==> config.mk <==
export PLATFORM = sky130hd
export DESIGN_NAME = mux4_rr_arbiter_flat
export DESIGN_NICKNAME = d
export VERILOG_FILES = /design/src/rtl/mux4_rr_arbiter_if.sv /design/src/rtl/mux4_rr_arbiter.sv /design/src/flat_wrapper.sv
export SDC_FILE = /design/constraint.sdc
export NUM_CORES = 1
export LEC_CHECK = 0
export CAP_MARGIN = 0
export CELL_PAD_IN_SITES_DETAIL_PLACEMENT = 0
export CELL_PAD_IN_SITES_GLOBAL_PLACEMENT = 2
export CORE_ASPECT_RATIO = 0.6
export CORE_UTILIZATION = 23
export CTS_CLUSTER_SIZE = 12
export DETAILED_ROUTE_END_ITERATION = 10
export PLACE_DENSITY = 0.85
export SYNTH_ARGS = -nofsm -noshare
export SYNTH_HDL_FRONTEND = slang
export SYNTH_SLANG_ARGS = --single-unit
==> constraint.sdc <==
create_clock -name clk -period 2.1 [get_ports clk]
set_clock_uncertainty 0.15 [all_clocks]
set_input_delay 0.42 -clock clk [delete_from_list [all_inputs] [get_ports clk]]
set_output_delay 0.42 -clock clk [all_outputs]
set_load 0.03 [all_outputs]
==> src/rtl/mux4_rr_arbiter_if.sv <==
// Requester/downstream bundle for the 4-to-1 round-robin bus arbiter.
// The slave modport is the arbiter's view; master is the environment driving it.
interface mux4_rr_arbiter_if #(
  parameter int WIDTH = 4
) ();
  logic [3:0]       req;
  logic [WIDTH-1:0] data0;
  logic [WIDTH-1:0] data1;
  logic [WIDTH-1:0] data2;
  logic [WIDTH-1:0] data3;
  logic             out_ready;
  logic [3:0]       gnt;
  logic             s1;
  logic             s0;
  logic             out_valid;
  logic [WIDTH-1:0] out_data;

  modport slave (
    input  req, data0, data1, data2, data3, out_ready,
    output gnt, s1, s0, out_valid, out_data
  );

  modport master (
    output req, data0, data1, data2, data3, out_ready,
    input  gnt, s1, s0, out_valid, out_data
  );
endinterface

==> src/rtl/mux4_rr_arbiter.sv <==
// Round-robin arbiter driving a shared 4-to-1 bus mux; holds the grant per burst.
// Optional burst limit (MAX_BURST beats per grant) via MUX4_ARB_BURST_LIMIT_EN.
//
// state | meaning
// IDLE  | turnaround cycle, no grant; arbitrate among pending requests
// GRANT | one requester owns the mux until its req drops (or burst limit)
module mux4_rr_arbiter #(
  parameter int WIDTH     = 4,
  parameter int MAX_BURST = 8
) (
  input  logic                  clk,
  input  logic                  rst_n,
  mux4_rr_arbiter_if.slave      bus
);

  typedef enum logic {
    IDLE  = 1'b0,
    GRANT = 1'b1
  } state_t;

  state_t           state_q, state_d;
  logic [1:0]       last_q, last_d;
  logic [1:0]       sel_q, sel_d;
  logic [3:0]       gnt_q, gnt_d;
  logic [1:0]       win_idx;
  logic             win_found;
  logic             sel_req;
  logic             release_grant;
  logic [WIDTH-1:0] sel_data;

  if (MAX_BURST < 1 || MAX_BURST > 256) begin : g_max_burst_range
    $error("MAX_BURST must be within 1..256");
  end

`ifdef MUX4_ARB_BURST_LIMIT_EN
  localparam logic [7:0] BEAT_LAST = 8'(MAX_BURST - 1);
  logic [7:0] beat_q, beat_d;
  logic       beat;
`endif

  // Search starts just after the last winner so every requester gets a turn.
  always_comb begin
    win_found = 1'b0;
    win_idx   = last_q;
    for (int k = 1; k <= 4; k++) begin
      if (!win_found && bus.req[2'(last_q + 2'(k))]) begin
        win_found = 1'b1;
        win_idx   = 2'(last_q + 2'(k));
      end
    end
  end

  assign sel_req = bus.req[sel_q];

  always_comb begin
    case (sel_q)
      2'd0:    sel_data = bus.data0;
      2'd1:    sel_data = bus.data1;
      2'd2:    sel_data = bus.data2;
      default: sel_data = bus.data3;
    endcase
  end

  assign bus.out_valid = (state_q == GRANT) && sel_req;
  assign bus.out_data  = bus.out_valid ? sel_data : '0;
  assign bus.gnt       = gnt_q;
  assign bus.s1        = sel_q[1];
  assign bus.s0        = sel_q[0];

`ifdef MUX4_ARB_BURST_LIMIT_EN
  assign beat          = bus.out_valid && bus.out_ready;
  assign release_grant = !sel_req || (beat && (beat_q == BEAT_LAST));
`else
  assign release_grant = !sel_req;
`endif

  always_comb begin
    state_d = state_q;
    last_d  = last_q;
    sel_d   = sel_q;
    gnt_d   = gnt_q;
`ifdef MUX4_ARB_BURST_LIMIT_EN
    beat_d  = beat_q;
`endif
    case (state_q)
      IDLE: begin
        if (win_found) begin
          state_d = GRANT;
          last_d  = win_idx;
          sel_d   = win_idx;
          gnt_d   = 4'b0001 << win_idx;
`ifdef MUX4_ARB_BURST_LIMIT_EN
          beat_d  = 8'd0;
`endif
        end
      end
      GRANT: begin
`ifdef MUX4_ARB_BURST_LIMIT_EN
        if (beat) beat_d = beat_q + 8'd1;
`endif
        if (release_grant) begin
          state_d = IDLE;
          gnt_d   = 4'b0000;
          sel_d   = 2'd0;
        end
      end
    endcase
  end

  // last resets to 3 so requester 0 wins the first contest.
  always_ff @(posedge clk or negedge rst_n) begin
    if (!rst_n) begin
      state_q <= IDLE;
      last_q  <= 2'd3;
      sel_q   <= 2'd0;
      gnt_q   <= 4'b0000;
`ifdef MUX4_ARB_BURST_LIMIT_EN
      beat_q  <= 8'd0;
`endif
    end else begin
      state_q <= state_d;
      last_q  <= last_d;
      sel_q   <= sel_d;
      gnt_q   <= gnt_d;
`ifdef MUX4_ARB_BURST_LIMIT_EN
      beat_q  <= beat_d;
`endif
    end
  end

endmodule

==> src/flat_wrapper.sv <==
// flat-port wrapper written by rule: the top's interface ports become plain ports
module mux4_rr_arbiter_flat 
#(
  parameter int WIDTH     = 4,
  parameter int MAX_BURST = 8
)
  (clk, rst_n, bus_req, bus_data0, bus_data1, bus_data2, bus_data3, bus_out_ready, bus_gnt, bus_s1, bus_s0, bus_out_valid, bus_out_data);
  mux4_rr_arbiter_if #(.WIDTH(WIDTH)) bus_i ();
  input  logic clk;
  input  logic rst_n;
  input wire logic [$bits(bus_i.req)-1:0] bus_req;
  input wire logic [$bits(bus_i.data0)-1:0] bus_data0;
  input wire logic [$bits(bus_i.data1)-1:0] bus_data1;
  input wire logic [$bits(bus_i.data2)-1:0] bus_data2;
  input wire logic [$bits(bus_i.data3)-1:0] bus_data3;
  input wire logic [$bits(bus_i.out_ready)-1:0] bus_out_ready;
  output wire logic [$bits(bus_i.gnt)-1:0] bus_gnt;
  output wire logic [$bits(bus_i.s1)-1:0] bus_s1;
  output wire logic [$bits(bus_i.s0)-1:0] bus_s0;
  output wire logic [$bits(bus_i.out_valid)-1:0] bus_out_valid;
  output wire logic [$bits(bus_i.out_data)-1:0] bus_out_data;
  assign bus_i.req = bus_req;
  assign bus_i.data0 = bus_data0;
  assign bus_i.data1 = bus_data1;
  assign bus_i.data2 = bus_data2;
  assign bus_i.data3 = bus_data3;
  assign bus_i.out_ready = bus_out_ready;
  assign bus_gnt = bus_i.gnt;
  assign bus_s1 = bus_i.s1;
  assign bus_s0 = bus_i.s0;
  assign bus_out_valid = bus_i.out_valid;
  assign bus_out_data = bus_i.out_data;
  mux4_rr_arbiter #(.WIDTH(WIDTH), .MAX_BURST(MAX_BURST)) u_core (.clk(clk), .rst_n(rst_n), .bus(bus_i));
endmodule
## Word-level counts from Yosys, hierarchy flattened

Cells that the tools add are included.

- $add $sub $neg: 3
- Order comparisons: 5
- Equal/unequal tests: 4
- Shift operators: 1
- Muxes and demuxes: 29
- Bitwise logic cells: 1
- Reductions and logical operators: 10

Operator list:

| kind | count |
|---|---|
| 2-bit by 3-bit less-than comparator with 1-bit output, second input constant | 5 |
| 2-bit 2-to-1 mux | 6 |
| 4-bit 2-to-1 mux | 3 |
| 4-bit one-hot mux with 3 select lines | 1 |
| 1-bit 2-to-1 mux | 11 |
| 1-bit binary-select mux with 2-bit select | 5 |
| 4-bit one-hot mux with 2 select lines | 1 |
| 2-bit adder, second input constant | 2 |
| 1-bit logical AND | 4 |
| 2-bit one-hot mux with 2 select lines | 1 |
| 2-bit AND reduction | 2 |
| 1-bit by 2-bit << shifter with 4-bit output, first input constant | 1 |
| 1-bit logical NOT | 3 |
| 2-bit by 1-bit adder with 2-bit output, second input constant | 1 |
| 2-bit by 1-bit == test with 1-bit output, second input constant | 1 |
| 2-bit == test, second input constant | 1 |
| 2-bit logical NOT | 1 |
| 2-bit by 1-bit != test with 1-bit output, second input constant | 1 |
| 2-bit != test, second input constant | 1 |
| 1-bit one-hot mux with 2 select lines | 1 |
| 1-bit NOT | 1 |

- Flip-flop bits (word level): 9
- Bits of input ports: 23
- Output and inout bits: 11
- Word-level logic and storage cells: 57

## Logic depth before layout (Yosys ltp)

Gate-level depths: netlist of the first run.

- Word-level depth: 16
- Gate-level depth with buffers: 5

## Worst setup path after synthesis of the first run

Ideal clock, no wire load.

- Path type: reg2out
- From: register u_core.sel_q[0]
- To: output port bus_out_data[0]
- Data arrival time: 1.503 ns
- Data required time: 1.530 ns
- Setup slack: 0.027 ns
- Stages on the path, launching flop included: 5
- Buffers on the path: 1
- Cells stage by stage: dfrtp_1 > buf_6 > mux2_4 > a22oi_4 > and2b_2

- Cells in the longest elaborated chain, start to end: 4
- Elaborated cells on any way between the ends: 8
- Classes of those cells: eq/ne: 2; mux: 4; reduce/logical: 2

Ends and longest elaborated chain:

| item | line | source |
|---|---|---|
| from (decl) | mux4_rr_arbiter.sv:23 | `logic [1:0] sel_q, sel_d;` |
| from (signal assigned) | mux4_rr_arbiter.sv:123 | `sel_q <= sel_d;` |
| 1-bit binary-select mux with 2-bit select | mux4_rr_arbiter.sv:53 | `assign sel_req = bus.req[sel_q];` |
| 1-bit 2-to-1 mux (implied by the code) | mux4_rr_arbiter.sv:53 |  |
| 1-bit logical AND | mux4_rr_arbiter.sv:64 | `assign bus.out_valid = (state_q == GRANT) && sel_req;` |
| 4-bit 2-to-1 mux * | mux4_rr_arbiter.sv:65 | `assign bus.out_data = bus.out_valid ? sel_data : '0;` |
| to (decl) | flat_wrapper.sv:21 | `output wire logic [$bits(bus_i.out_data)-1:0] bus_out_data;` |

Every way passes the cells marked *; elsewhere a longest branch is shown, timed or not. The select of a mux whose other input is x is not followed.

## Worst setup path in the final report of the first run

- From: input port bus_data1[0]
- To: output port bus_out_data[0]

- Cells in the longest elaborated chain, start to end: 2

Ends and longest elaborated chain:

| item | line | source |
|---|---|---|
| from (decl) | flat_wrapper.sv:13 | `input wire logic [$bits(bus_i.data1)-1:0] bus_data1;` |
| 4-bit one-hot mux with 3 select lines | mux4_rr_arbiter.sv:56 | `case (sel_q)` |
| 4-bit 2-to-1 mux | mux4_rr_arbiter.sv:65 |  |

No other way between the ends.

==> results of run 1 <==
repair_timing:
| item | CTS | global route |
|---|---|---|
| endpoints found under the setup margin | 6 | 6 |
| setup buffers | 1 | 0 |
| pin swaps | 1 | 1 |
| gates resized for setup | 38 | 2 |
| hold buffers | 0 | 0 |
layer usage:
metal	part of all wire (%)	global-route usage [%]	wire [um]	up-vias
li1	-	-	-	312
met1	56	18.6	1020	300
met2	41	16.5	746	9
met3	3.2	4.19	58	0
met4	0	2.40	0	0
met5	0	0	0	-
power by group through the flow:
stage | registers (W) | logic, W | clock network, W
2_1_floorplan | 0.000415 | 0.000489 | 0
3_3_place_gp | 0.000340 | 0.000960 | 0
3_5_place_dp | 0.000339 | 0.000966 | 0
4_1_cts | 0.000339 | 0.000992 | 0.000205
5_1_grt | 0.000350 | 0.00105 | 0.000219
6_report | 0.000340 | 0.000987 | 0.000199
worst max-delay path, delay by kind of cell:
family | cells | cell delay [ns]
multiplexers | 1 | 0.51
AND/OR/NAND/NOR | 1 | 0.22
buffers and inverters | 2 | 0.53
layout make-up:
type | count | share of cell area (%)
clock buffer | 4 | 3.87
sequential | 9 | 19.7
multi-input combinational | 42 | 35.5
inverter | 2 | 0.645
tap | 32 | 3.44
timing repair buffer | 46 | 36.9
per-stage QoR:
step / util (%) / setup WS (ns)
3_5_place_dp: 42.4 / -0.653
4_1_cts: 44.4 / -0.160
2_1_floorplan: - / 0.0266
5_1_grt: 44.6 / -0.195
3_3_place_gp: 42.4 / -0.638
6_report: 44.6 / -0.154
cells by family (layout without fill, tap and decap cells):
logic type,Yosys count,after routing,synth area share (%)
AND/OR/NAND/NOR,19,19,18.2
flip-flops,9,9,34.5
buffers and inverters,3,52,2.85
AO/OA/AOI/OAI,15,15,20.5
multiplexers,8,8,23.9
synth_stat cells:
master / n
o211a_1: 1
o41ai_2: 1
a221o_1: 1
o2bb2ai_1: 2
mux2_2: 2
nor2_1: 5
and2_1: 1
and2b_1: 1
or2_1: 1
nand2_1: 2
o21ai_0: 3
and2b_2: 4
dfrtp_1: 7
dfstp_2: 2
nand2b_1: 3
nor4_2: 1
a22oi_4: 1
a22o_1: 2
or4_1: 1
a21oi_1: 2
o21a_1: 1
a32o_1: 1
mux2_4: 2
inv_1: 2
buf_6: 1
mux4_1: 4
sequential cells by signal, summed over array words and instances, names as in the netlist:
name,cells
u_core.sel_q,2
u_core.last_q,2
u_core.state_q,1
u_core.bus.gnt,4
worst max path at each step:
stage / from / to / slack (ns) / cells past startpoint
final: bus_data1[0] / bus_out_data[0] / -0.15 / 4
after detailed placement: bus_req[0] / bus_out_data[2] / -0.65 / 5
after global placement: bus_req[0] / bus_out_data[3] / -0.64 / 5
after global routing: u_core.sel_q[0] / bus_out_data[0] / -0.20 / 4
after CTS: u_core.sel_q[0] / bus_out_data[3] / -0.16 / 4
after floorplan: u_core.sel_q[0] / bus_out_data[0] / 0.03 / 4
==> results.sh, run 1 <==
export IMPL_outcome="finished, violations left"
export IMPL_violations="setup timing"
export IMPL_gp_congestion=0.776
export IMPL_netlist_area_sq_um=659
export IMPL_fmax_mhz=444
export IMPL_yosysSeqAreaShare_pct=34.5
export IMPL_initial_core_util_pct=25.3
export IMPL_cts_tree="done"
export IMPL_hold_viol=0
export IMPL_viasPerCell=4.60
export IMPL_mostFrequentLayoutCell="clkdlybuf4s50_1"
export IMPL_p_leak_nw=0.554
export IMPL_clock_root_buffer="clkbuf_8"
export IMPL_grt_pass1_vias=617
export IMPL_h_tree_depth=1
export IMPL_finalSetupTns_ns=-0.617
export IMPL_cts_made_buffers=3
export IMPL_grt_max_degree=10
export IMPL_core_sq_um=2610
export IMPL_r2r_cells=6
export IMPL_max_stage_delay_ns=0.51
export IMPL_cts_sinks=9
export IMPL_min_period_ns=2.25
export IMPL_final_cell_area_sq_um=1160
export IMPL_grt_pass1_wl_mm=2.83
export IMPL_power_density_nw_per_um2=1310
export IMPL_final_cell_mix="clkdlybuf4s50_1, buf_4, dfrtp_1"
export IMPL_fp_dieH_um=43.5
export IMPL_slew_limit_headroom_pct=70.9
export IMPL_pin_count=34
export IMPL_hold_class="in2async"
export IMPL_synth_area_per_cell_sq_um=12.2
export IMPL_first_iter_violations=19
export IMPL_worstSetupStartpointType="input port"
export IMPL_synth_seq_cells=9
export IMPL_endpoint_kind="output port"
export IMPL_crit_slowest_cell="mux4_1"
export IMPL_wl_mm=1.82
export IMPL_place_area_sq_um=1110
export IMPL_drc=0
export IMPL_synth_top_area_share_pct=26.6
export IMPL_totalPowerFinal_w=0.00153
export IMPL_worst_skew_pair_late_latency_ns=0.23
export IMPL_grtUsageTotal_pct=12.2
export IMPL_cts_path_max_buffers=2
export IMPL_sw_frac_of_total_pct=39.5
export IMPL_fin_cells=135
export IMPL_combPwrFrac_pct=64.7
export IMPL_post_synth_inst_count=54
export IMPL_synth_cell_type_count=26
export IMPL_fillers=248
export IMPL_worstMarginPinSlew_ns=0.435
export IMPL_ant_nets=0
export IMPL_dp_cells=130
export IMPL_ir_drop_v=0.000761
export IMPL_vias=621
export IMPL_drt_pass1_iterations=6
export IMPL_clk_pin_slew_ns=0.04
export IMPL_multiInputGateArea_sq_um=413
export IMPL_maxCapViolCount=0
export IMPL_placementRows=14
export IMPL_r2r_start="u_core.sel_q[0]"
export IMPL_worst_ep_required_time_ns=1.53
export IMPL_intPower_w=0.000923
export IMPL_die_w_um=71.1
export IMPL_setup_ws_ns=-0.154
export IMPL_syn_to_final_growth_pct=76.5
export IMPL_ff_latch_area_sq_um=229
export IMPL_path_class="in2out"
export IMPL_wl_per_cell_um=13.5
export IMPL_p_clk_share_pct=13.1
export IMPL_dpl_hpwl_mm=1.38
export IMPL_io_buffers=32
export IMPL_seqPwrFrac_pct=22.3
export IMPL_overflow=0
export IMPL_die_area_sq_um=3090
export IMPL_crit_arrival_ns=1.68
export IMPL_power_net_switching_w=0.000603
export IMPL_num_antenna_cells=0
export IMPL_drv_slew=0
export IMPL_finalNetCount=127
export IMPL_rrSetupSlack_ns=0.21
export IMPL_syn_nets=77
export IMPL_cp_max_fo=1
export IMPL_setup_violations=5
export IMPL_yosys_top_cells_area="dfrtp_1, mux4_1, dfstp_2, and2b_2, mux2_4"
export IMPL_rsz0062_at_grt="true"
export IMPL_yosys_warnings=0
export IMPL_crit_chain="clkdlybuf4s50_1 > mux4_1 > and2b_2 > buf_6"
export IMPL_yosysTopAreaCell="dfrtp_1"
export IMPL_drive_above_1_share_pct=35.0
export IMPL_r2r_end="u_core.sel_q[0]"
export IMPL_final_period_utilization_pct=107
export IMPL_antenna_found_initial=0
export IMPL_timing_hold_ws_ns=0.350
Power figures use the tool's default switching activity.
==> inputs of run 2 (changes only) <==
- CTS_CLUSTER_SIZE: 12 -> unset
- PLACE_DENSITY: 0.85 -> unset
- PLACE_DENSITY_LB_ADDON: unset -> 0.1
==> run 2 against run 1 <==
Effect of this change:
- the run still ends with setup timing left
- non-clock buffer count grew 4
- largest cell class unchanged
- sequential share of layout area down 0.33 points
- routed wire length up 1.5%
- combinational power is essentially flat
- register-to-register slack lost 0.02 ns
- clock power grew 2%
- die area did not move
- critical path depth is the same
- setup slack improved by 0.028 ns
- first-iteration DRC count increased to 2.5 times the previous value
- maximum frequency grew 1.3%
==> results.sh, run 2 (synthesis gave the netlist of run 1 again) <==
export IMPL_cts_path_max_buffers=2
export IMPL_wl_per_cell_um=13.3
export IMPL_initial_core_util_pct=25.3
export IMPL_worstMarginPinSlew_ns=0.440
export IMPL_power_density_nw_per_um2=1320
export IMPL_cts_tree="done"
export IMPL_mostFrequentLayoutCell="clkdlybuf4s50_1"
export IMPL_num_antenna_cells=0
export IMPL_fmax_mhz=449
export IMPL_io_buffers=32
export IMPL_hold_class="reg2reg"
export IMPL_ant_nets=0
export IMPL_setup_violations=5
export IMPL_r2r_cells=6
export IMPL_cts_sinks=9
export IMPL_cp_max_fo=8
export IMPL_placementRows=14
export IMPL_largest_reg_flops=4
export IMPL_gp_congestion=0.672
export IMPL_min_period_ns=2.23
export IMPL_pin_count=34
export IMPL_drc=0
export IMPL_hp_start="u_core.bus.gnt[0]"
export IMPL_holdPathEnd="u_core.bus.gnt[0]"
export IMPL_endpoint_kind="output port"
export IMPL_die_area_sq_um=3090
export IMPL_syn_to_final_growth_pct=79.5
export IMPL_max_stage_delay_ns=0.49
export IMPL_wl_mm=1.85
export IMPL_crit_slowest_cell="dfrtp_2"
export IMPL_dp_cells=134
export IMPL_final_period_utilization_pct=106
export IMPL_grtUsageTotal_pct=13.2
export IMPL_grt_pass1_vias=634
export IMPL_first_iter_violations=48
export IMPL_viasPerCell=4.62
export IMPL_maxCapViolCount=0
export IMPL_overflow=0
export IMPL_rrSetupSlack_ns=0.19
export IMPL_dpl_hpwl_mm=1.43
export IMPL_grt_max_degree=10
export IMPL_r2r_start="u_core.sel_q[0]"
export IMPL_worstSetupStartpointType="flip-flop"
export IMPL_crit_arrival_ns=1.66
export IMPL_fin_cells=139
export IMPL_fp_dieH_um=43.5
export IMPL_finalNetCount=131
export IMPL_drt_pass1_iterations=6
export IMPL_clock_root_buffer="clkbuf_8"
export IMPL_violations="setup timing"
export IMPL_p_leak_nw=0.555
export IMPL_clk_pin_slew_ns=0.05
export IMPL_fin_util_pct=45.4
export IMPL_setup_ws_ns=-0.126
export IMPL_final_cell_mix="clkdlybuf4s50_1, buf_4, dfrtp_1"
export IMPL_worst_skew_pair_late_latency_ns=0.23
export IMPL_pre_cts_slack_ns=-0.666
export IMPL_grt_pass1_wl_mm=3.05
export IMPL_ir_drop_v=0.000558
export IMPL_slew_limit_headroom_pct=70.6
export IMPL_cts_hold_buf=0
export IMPL_min_delay_path_depth=1
export IMPL_hold_viol=0
export IMPL_path_class="reg2out"
export IMPL_worst_ep_required_time_ns=1.53
export IMPL_die_w_um=71.1
export IMPL_antenna_found_initial=0
export IMPL_h_tree_depth=1
export IMPL_crit_chain="mux2_4 > a22oi_4 > and2b_2 > buf_6"
export IMPL_vias=642
export IMPL_drive_above_1_share_pct=37.4
export IMPL_drv_slew=0
export IMPL_r2r_end="u_core.sel_q[0]"
export IMPL_cts_made_buffers=3
export IMPL_rsz0062_at_grt="true"
export IMPL_core_sq_um=2610
export IMPL_outcome="finished, violations left"
## run 2: changes by cell type in the layout (fill, tap and decap cells not counted)
cell | previous run | this run
dlymetal6s2s_1 | 2 | 0
dlygate4sd2_1 | 3 | 5
buf_4 | 15 | 18
buf_2 | 0 | 1
## run 2: how the worst max path moves through the flow
| stage | start | to | slack, ns |
|---|---|---|---|
| after floorplan | u_core.sel_q[0] | bus_out_data[0] | 0.03 |
| after global placement | bus_req[0] | bus_out_data[1] | -0.63 |
| after detailed placement | bus_req[0] | bus_out_data[2] | -0.67 |
| after CTS | u_core.sel_q[0] | bus_out_data[2] | -0.17 |
| after global routing | u_core.sel_q[0] | bus_out_data[1] | -0.21 |
| final | u_core.sel_q[0] | bus_out_data[1] | -0.13 |
## run 2: layer usage
layer	share of wire (%)	routed length, um	vias to the layer above	GRT usage, %
met5	0	0	-	0
met4	0	0	0	2.40
met3	5.4	99	0	4.42
met2	39	714	18	17.1
met1	56	1030	308	20.8
li1	-	-	316	-
## run 2: area by class of cell
class	count	area, sq um
multi-input combinational	42	413
timing repair buffer	50	449
clock buffer	4	45.0
sequential	9	229
fill	252	1430
inverter	2	7.51
tap	32	40.0
## run 2: what timing repair did
item,in CTS,in global routing
setup buffers,1,0
endpoints found under the hold margin,0,0
resized for setup,39,0
setup endpoints to repair,6,5
pin swaps,1,1
## run 2: power by group
group / internal (W) / switching (W)
registers: 0.000267 / 0.0000767
clock network: 0.000132 / 0.0000704
logic: 0.000547 / 0.000470
## run 2: worst max-delay path, delay by kind of cell, from the launching register on
family / cells / cell delay, ns
AOI/OAI and AO/OA: 1 / 0.21
buffers and inverters: 1 / 0.13
DFF: 1 / 0.49
muxes: 1 / 0.34
and+or+nand+nor: 1 / 0.25
## run 2: through the flow
step / power [W] / cell area, sq um / TNS, ns / hold WS (ns)
global route: 0.00167 / 1180 / -1.03 / 0.375
finish: 0.00156 / 1180 / -0.588 / 0.339
global placement: 0.00136 / 1140 / -3.92 / 0.326
detailed placement: 0.00136 / 1140 / -4.02 / 0.323
CTS: 0.00158 / 1180 / -0.815 / 0.345
floorplan: 0.000905 / 659 / 0 / -0.0256
==> inputs of run 3 (changes only) <==
- MAX_ROUTING_LAYER: unset -> met4
- clock period: 2.1 -> 2.2 ns (I/O delays scaled with it)
==> run 3 against run 2 <==
Effect of this change:
- the run still ends with setup timing left
- final area grew 0.11%
- clock power shrank 7%
- critical path type is now in2out
- combinational power shrank 5%
- highest routed layer unchanged
==> results.sh, run 3 (synthesis gave the netlist of run 1 again) <==
export IMPL_hold_class="reg2reg"
export IMPL_fmax_mhz=440
export IMPL_clock_root_buffer="clkbuf_8"
export IMPL_pre_cts_slack_ns=-0.586
export IMPL_worstSetupStartpointType="input port"
export IMPL_max_stage_delay_ns=0.49
export IMPL_grt_pass1_vias=597
export IMPL_outcome="finished, violations left"
export IMPL_die_area_sq_um=3090
export IMPL_gp_congestion=0.682
export IMPL_grt_pass1_wl_mm=2.75
export IMPL_slew_limit_headroom_pct=72.3
export IMPL_num_antenna_cells=0
export IMPL_fillers=259
export IMPL_wl_mm=1.74
export IMPL_p_leak_nw=0.552
export IMPL_final_period_utilization_pct=103
export IMPL_antenna_found_initial=0
export IMPL_hold_viol=0
export IMPL_cts_path_max_buffers=2
export IMPL_crit_chain="clkdlybuf4s50_1 > mux4_1 > and2b_2 > buf_6"
export IMPL_timing_hold_ws_ns=0.343
export IMPL_cts_sinks=9
export IMPL_io_buffers=32
export IMPL_endpoint_kind="output port"
export IMPL_core_sq_um=2610
export IMPL_first_iter_violations=46
export IMPL_path_class="in2out"
export IMPL_vias=630
export IMPL_clk_pin_slew_ns=0.04
export IMPL_fp_dieH_um=43.5
export IMPL_pin_count=34
export IMPL_dpl_hpwl_mm=1.37
export IMPL_viasPerCell=4.53
export IMPL_crit_buf_inv=2
export IMPL_drc=0
export IMPL_cts_hold_buf=0
export IMPL_cp_max_fo=1
export IMPL_rsz0062_at_grt="true"
export IMPL_final_cell_mix="clkdlybuf4s50_1, buf_4, dfrtp_1"
export IMPL_fin_cells=139
export IMPL_cts_made_buffers=3
export IMPL_drv_slew=0
export IMPL_die_w_um=71.1
export IMPL_path_delay_family="buffers and inverters"
export IMPL_cts_tree="done"
export IMPL_ant_nets=0
export IMPL_maxCapViolCount=0
export IMPL_power_density_nw_per_um2=1250
export IMPL_ir_drop_v=0.000593
export IMPL_placementRows=14
export IMPL_min_period_ns=2.27
export IMPL_crit_arrival_ns=1.68
export IMPL_h_tree_depth=1
export IMPL_largest_reg_flops=4
export IMPL_setup_ws_ns=-0.0736
export IMPL_drt_pass1_iterations=6
export IMPL_worst_ep_required_time_ns=1.61
export IMPL_drive_above_1_share_pct=37.4
export IMPL_dp_cells=133
export IMPL_worst_skew_pair_late_latency_ns=0.23
export IMPL_worstMarginPinSlew_ns=0.415
export IMPL_wl_per_cell_um=12.5
export IMPL_finalNetCount=131
export IMPL_syn_to_final_growth_pct=79.7
export IMPL_violations="setup timing"
export IMPL_crit_slowest_cell="mux4_1"
export IMPL_overflow=0
export IMPL_grt_max_degree=10
export IMPL_grtUsageTotal_pct=12.0
export IMPL_mostFrequentLayoutCell="clkdlybuf4s50_1"
export IMPL_setup_violations=5
export IMPL_initial_core_util_pct=25.3
==> run 3: changes by cell type in the layout (fill, tap and decap cells not counted), sizes merged <==
cell,previous run,this run
dlygate4sd2,5,4
clkdlybuf4s50,22,23
==> run 3: what timing repair did <==
| action | 4_1_cts | 5_1_grt |
|---|---|---|
| setup endpoints to repair | 6 | 5 |
| gates resized for setup | 38 | 0 |
| cloned | 0 | 0 |
| pin swaps | 1 | 1 |
| setup buffers | 2 | 0 |
==> run 3: final timing paths <==
path,from,end,slack (ns),cells past startpoint
setup / recovery,bus_data2[2],bus_out_data[2],-0.07,4
hold / removal,u_core.bus.gnt[2],u_core.bus.gnt[2],0.34,1
setup reg to reg,u_core.sel_q[0],u_core.bus.gnt[1],0.31,6
hold reg to reg,u_core.bus.gnt[2],u_core.bus.gnt[2],0.34,1
max in group asynchronous,rst_n,u_core.last_q[0],1.21,1
min in group asynchronous,rst_n,u_core.sel_q[1],0.36,1
==> run 3: worst register-to-register path: stages (launching register included) <==
cell	delay, ns
dfrtp_2	0.48
mux2_4	0.34
a22oi_4	0.21
buf_4	0.16
o41ai_2	0.06
buf_4	0.16
a22o_1	0.22
==> run 3: metal layers <==
metal	vias up	share of wire (%)	GRT usage [%]
met5	-	0	-
met4	0	0	2.40
met3	0	5.2	3.26
met2	15	38	15.8
met1	296	56	18.0
li1	319	-	-
==> run 3: where the power goes <==
| group | total (W) | switching [W] | leakage [nW] | internal, W |
|---|---|---|---|---|
| registers | 0.000324 | 0.0000699 | 0.110 | 0.000254 |
| clock network | 0.000189 | 0.0000625 | 0.0228 | 0.000126 |
| logic | 0.000972 | 0.000449 | 0.419 | 0.000523 |
| total | 0.00149 | 0.000581 | 0.552 | 0.000904 |
==> run 3: cell type report <==
cell class                 count  area, sq um  area share, %
timing repair buffer          50          450           38.0
multi-input combinational     42          413           34.8
sequential                     9          229           19.3
clock buffer                   4         45.0           3.80
tap                           32         40.0           3.38
inverter                       2         7.51          0.634
==> run 3: stage by stage <==
step	total power [W]	area (sq um)	util (%)	setup TNS [ns]
6_report	0.00149	1180	45.4	-0.210
5_1_grt	0.00157	1180	45.4	-0.570
4_1_cts	0.00150	1180	45.4	-0.354
3_5_place_dp	0.00128	1130	43.2	-3.04
3_3_place_gp	0.00128	1130	43.2	-3.02
2_1_floorplan	0.000864	659	-	0
